**src/rtl/ifu.sv**
```systemverilog
// ----------------------------------------------------------------------------
// ifu - instruction fetch unit
//
// Owns the program counter and fetches one instruction at a time from
// instruction memory (single outstanding request). The fetched word is held
// in a one-entry output buffer that feeds the if_id register. The downstream
// stage can stall the buffer (hold_i) and execute can redirect the fetch
// stream (jump_en_i). While the buffer is empty a NOP is presented.
//
// Ports:
//   clk, rst_n        core clock; asynchronous active-low reset
//   jump_en_i         redirect pulse from ex (highest priority)
//   jump_addr_i       redirect target, low two bits forced to zero
//   hold_i            downstream stall, buffered instruction not consumed
//   imem_req_o        one-cycle read request to instruction memory
//   imem_addr_o       request address (the current pc)
//   imem_rvalid_i     read data valid, one or more cycles after the request
//   imem_rdata_i      instruction word returned with imem_rvalid_i
//   inst_o            buffered instruction, NOP when inst_valid_o is low
//   inst_addr_o       address of inst_o, zero when inst_valid_o is low
//   inst_valid_o      buffered instruction valid
// ----------------------------------------------------------------------------
module ifu #(
  parameter logic [31:0] RESET_ADDR = 32'h0000_0000
) (
  input  logic        clk,
  input  logic        rst_n,
  input  logic        jump_en_i,
  input  logic [31:0] jump_addr_i,
  input  logic        hold_i,
  output logic        imem_req_o,
  output logic [31:0] imem_addr_o,
  input  logic        imem_rvalid_i,
  input  logic [31:0] imem_rdata_i,
  output logic [31:0] inst_o,
  output logic [31:0] inst_addr_o,
  output logic        inst_valid_o
);

  localparam logic [31:0] NOP = 32'h0000_0013;

  typedef enum logic {
    IDLE = 1'b0,
    WAIT = 1'b1
  } state_t;

  state_t      state, state_next;
  logic [31:0] pc, pc_next;
  logic        discard, discard_next;
  logic        inst_valid_next;
  logic [31:0] inst_next;
  logic [31:0] inst_addr_next;
  logic        consume;

  always_ff @(posedge clk or negedge rst_n) begin
    if (!rst_n) begin
      state        <= IDLE;
      pc           <= RESET_ADDR;
      discard      <= 1'b0;
      inst_valid_o <= 1'b0;
      inst_o       <= NOP;
      inst_addr_o  <= 32'h0000_0000;
    end else begin
      state        <= state_next;
      pc           <= pc_next;
      discard      <= discard_next;
      inst_valid_o <= inst_valid_next;
      inst_o       <= inst_next;
      inst_addr_o  <= inst_addr_next;
    end
  end

  always_comb begin
    state_next      = state;
    pc_next         = pc;
    discard_next    = discard;
    inst_valid_next = inst_valid_o;
    inst_next       = inst_o;
    inst_addr_next  = inst_addr_o;
    imem_req_o      = 1'b0;
    imem_addr_o     = pc;

    consume = inst_valid_o && !hold_i;

    // A consumed buffer empties unless the same edge refills it below.
    if (consume) begin
      inst_valid_next = 1'b0;
      inst_next       = NOP;
      inst_addr_next  = 32'h0000_0000;
    end

    case (state)
      IDLE: begin
        // Request only when the buffer is free at this edge; the response
        // can then always be accepted without backpressure. rst_n keeps the
        // request low while reset is held.
        imem_req_o = rst_n && !jump_en_i && (!inst_valid_o || consume);
        if (imem_req_o) begin
          state_next = WAIT;
        end
      end
      WAIT: begin
        if (imem_rvalid_i) begin
          state_next   = IDLE;
          discard_next = 1'b0;
          if (!discard && !jump_en_i) begin
            inst_valid_next = 1'b1;
            inst_next       = imem_rdata_i;
            inst_addr_next  = pc;
            pc_next         = pc + 32'd4;
          end
        end
      end
      default: state_next = IDLE;
    endcase

    // Redirect overrides stall, refill and the pending response.
    if (jump_en_i) begin
      pc_next         = jump_addr_i & 32'hFFFF_FFFC;
      inst_valid_next = 1'b0;
      inst_next       = NOP;
      inst_addr_next  = 32'h0000_0000;
      // Response still in flight: remember to drop it when it lands.
      if (state == WAIT && !imem_rvalid_i) begin
        discard_next = 1'b1;
      end
    end
  end

endmodule

```
**config.mk**
```make
export PLATFORM = sky130hd
export DESIGN_NAME = ifu
export DESIGN_NICKNAME = d
export VERILOG_FILES = /design/src/rtl/ifu.sv
export SDC_FILE = /design/constraint.sdc
export NUM_CORES = 1
export LEC_CHECK = 0
export ABC_AREA = 1
export CORE_AREA = 2 2 120 122
export DETAILED_ROUTE_END_ITERATION = 16
export DIE_AREA = 0 0 122 124
export GPL_ROUTABILITY_DRIVEN = 0
export PLACE_DENSITY_LB_ADDON = 0.15
export SLEW_MARGIN = 20
export SYNTH_ARGS = -nofsm -noshare
export SYNTH_HDL_FRONTEND = slang
export SYNTH_SLANG_ARGS = --single-unit
```
**constraint.sdc**
```tcl
create_clock -name clk -period 1.55 [get_ports clk]
set_input_delay 0.31 -clock clk [delete_from_list [all_inputs] [get_ports clk]]
set_output_delay 0.31 -clock clk [all_outputs]
set_load 0.01 [all_outputs]
```
==> impl_metrics.csv <==
group,metric,value,unit
critical_path,crit_required,1240,ps
sta,post-route-period-util,1.00,
global_routing,grt_max_degree,51,
critical_path,cp_max_fo,2,
drt,vias,4763,
global_routing,grt_overflow_total,0,
power_and_ir_drop,p_per_area,1060,mW/mm2
die,die_area,0.0151,mm2
critical_path,rrSetupSlack,0,ps
clock_tree,cts_buffers,9,
logic_synthesis,synth_cell_types,37,
clock_tree,htree_levels,3,
sta,finalSetupViolCount,2,
critical_path,r2r_end,"imem_addr_o[20]",
logic_synthesis,avgSynthCellArea,8.33,um2
die,ios,167,
logic_synthesis,synthCells,571,
global_routing,grt.busiest_layer,"met2",
sta,finClkSkew,8.81,ps
sta,hold_violations,0,
clock_tree,clkSlewWorstSetupHoldPaths,60,ps
final_layout,nets,863,
global_routing,grt_pass1_vias,4611,
worst_hold_path,holdPathEnd,"discard",
power_and_ir_drop,p_seq_frac,0.388,
clock_tree,clock_latency,350,ps
drt,drcViolationCount,0,
final_layout,antenna-diode-count,0,
global_routing,grtUsageMet2,0.332,
worst_hold_path,hp-start,"imem_rvalid_i",
critical_path,startpoint_type,"input port",
die,rows,43,
drt,wire_per_inst,16.2,um
critical_path,endpoint_kind,"output port",
place,dp_cells,934,
final_layout,syn_to_final_growth,59.5,%
power_and_ir_drop,power_switching,2500,uW
logic_synthesis,synthesis.area,0.00476,mm2
global_routing,grt_use_met1,0.295,
global_routing,grt_use_met3,0.0375,
drt,drt_iter0_markers,285,
die,die_y,124,um
run_status,outcome,"finished with violations",
power_and_ir_drop,power,8050,uW
critical_path,crit_family,"buffers and inverters",
global_routing,antenna_found_initial,1,
place,dpl.hpwl,11300,um
critical_path,critPathArrivalTime,1250,ps
critical_path,worstRegToRegCells,9,
die,die_w,122,um
drt,vias_per_cell,4.87,
final_layout,postLayoutCoreUtil,0.553,
power_and_ir_drop,clockPowerShare,0.305,
sta,rsz0062_at_grt,"yes",
power_and_ir_drop,p_comb_frac,0.308,
sta,final-max-slew-violation-count,0,
place,io_buffers,162,
final_layout,layout-drive-gt1-share,0.209,
power_and_ir_drop,vdd_drop_max,0.000599,V
critical_path,cpMaxStageDelayCell,"clkdlybuf4s50_1",
power_and_ir_drop,switching_share,0.310,
clock_tree,cts_tree,"done",
critical_path,crit_chain,"clkdlybuf4s50_1 -> inv_1 -> nand3_2 -> nor2_2 -> buf_2",
clock_tree,numClockSinks,97,
clock_tree,clock_path_buffers,2,
logic_synthesis,yosysWarnings,0,
drt,drt-total-wl,15800,um
drt,final_antenna_net_count,0,
job,maxCapViolCount,0,
place,pre_cts_slack,-362,ps
critical_path,cp-startpoint,"jump_en_i",
global_routing,track_usage,0.211,
sta,fmax,643,MHz
logic_synthesis,ys_seq_area_frac,0.511,
critical_path,path_buf_inv,3,
global_routing,grt_pass1_wl,24400,um
final_layout,fin_cells,978,
critical_path,reg2reg_from,"imem_addr_o[3]",
die,core,0.0137,mm2
drt,drt_pass1_iterations,5,
sta,fin_ws,-5.40,ps
die,start_util,0.347,
worst_hold_path,hold_class,"in2reg",
clock_tree,cts_root_buf,"clkbuf_16",
critical_path,max_stage_delay,450,ps
logic_synthesis,synth-seq-cells,97,
run_status,violations,"negative setup slack",
sta,period_needed,1560,ps
critical_path,path_class,"in2out",
power_and_ir_drop,p_leak,0.00383,uW
worst_hold_path,hold_depth,4,
power_and_ir_drop,p_int,5560,uW
## registers in the layout, summed over array words and instances (netlist names)
register	count
inst_addr_o	32
inst_o	32
imem_addr_o	30
discard	1
inst_valid_o	1
state	1
## how the worst max path moves through the flow
stage	endpoint	slack (ps)	depth (start not counted)
floorplan	imem_addr_o[26]	50	10
global placement	imem_req_o	-350	5
detailed placement	imem_req_o	-360	5
CTS	imem_req_o	-60	5
global route	imem_addr_o[28]	-90	11
finish	imem_req_o	-5	5
## metal layers
layer | wire length [um] | vias up
met3 | 924 | 16
met2 | 7370 | 148
met5 | 0 | -
li1 | - | 2314
met1 | 7300 | 2285
met4 | 245 | 0
## power by group through the flow
| stage | registers (uW) | clock network, uW | logic (uW) |
|---|---|---|---|
| after floorplan | 3310 | 0 | 825 |
| after global placement | 3210 | 0 | 2300 |
| after detailed placement | 3220 | 0 | 2320 |
| after CTS | 3120 | 2500 | 2370 |
| after global routing | 3170 | 2610 | 2710 |
| final | 3120 | 2450 | 2480 |
## tightest hold or removal path: stages
cell and delay (ps):
dlymetal6s2s_1 100, nand2_2 90, nand2_1 80, inv_1 30
## repair_timing
| item | 4_1_cts | 5_1_grt |
|---|---|---|
| endpoints found under the hold margin | 7 | 0 |
| gates resized for setup | 109 | 70 |
| pin swaps | 8 | 25 |
| buffers inserted | 19 | 7 |
| setup endpoints to repair | 96 | 86 |
| hold buffers | 1 | 0 |
| gates cloned | 0 | 1 |
## cell usage after synthesis
cell type,number,area (um2)
nand2_2,8,50.1
buf_4,4,30.0
buf_6,2,22.5
inv_1,48,180
nor2_4,8,90.1
nand4_1,11,68.8
buf_2,13,65.1
dfstp_2,3,78.8
nand2_4,1,11.3
o21ai_0,51,255
dfrtp_1,94,2350
a31oi_1,1,6.26
clkinv_1,1,3.75
nor2_8,1,20.0
buf_1,3,11.3
inv_2,3,11.3
o21ai_1,1,5.00
nand2_1,150,563
a21oi_1,8,40.0
a32o_1,6,60.1
o211ai_1,6,45.0
o22ai_1,1,6.26
o22a_1,2,17.5
nor3_1,5,25.0
nor3_2,1,10.0
xnor2_1,2,17.5
clkbuf_1,3,11.3
nor2_2,5,31.3
conb_1,1,3.75
a22o_1,12,105
o21bai_1,3,22.5
ha_1,1,12.5
nand3b_1,2,15.0
a221oi_1,1,8.76
nand3_1,45,225
xor2_1,7,61.3
nor2_1,57,214
## cells in the final DEF, fill, tap and decap left out, types with 12 or more instances in the layout
cell and count:
nand2_2 13, nand2_1 143, nor2_2 16, inv_1 47
dlygate4sd2_1 80, buf_4 58, nand3_1 40, o21ai_0 44
nor2_1 39, a22o_1 12, clkdlybuf4s50_1 64, dlymetal6s2s_1 14
nor2_4 15, dfrtp_1 83
## layout make-up
type | count | area, um2
fillers | 1254 | 6130
flip-flops and latches | 97 | 2440
repair buffers | 235 | 2230
multi-input cells | 398 | 2160
clock buffers | 13 | 260
well taps | 180 | 225
inverters | 52 | 198
clock inverters | 3 | 65.1
## cells by family after synthesis
family | count (synthesis) | share of synthesized area
xor gates and xnor gates | 9 | 0.0166
other | 1 | 0.000788
and+or+nand+nor | 294 | 0.278
adders and majority gates | 1 | 0.00263
DFF | 97 | 0.511
AOI/OAI and AO/OA | 92 | 0.120
buffers and inverters | 77 | 0.0705
## per-stage QoR
stage               hold WS, ps  instance area [um2]  setup TNS, ps
finish                      299                 7590          -10.1
global route                306                 7590           -653
CTS                         312                 7330           -108
detailed placement          318                 6890         -24710
global placement            320                 6890         -24150
floorplan                  14.4                 4760              0
(Power assumes the default switching activity.)
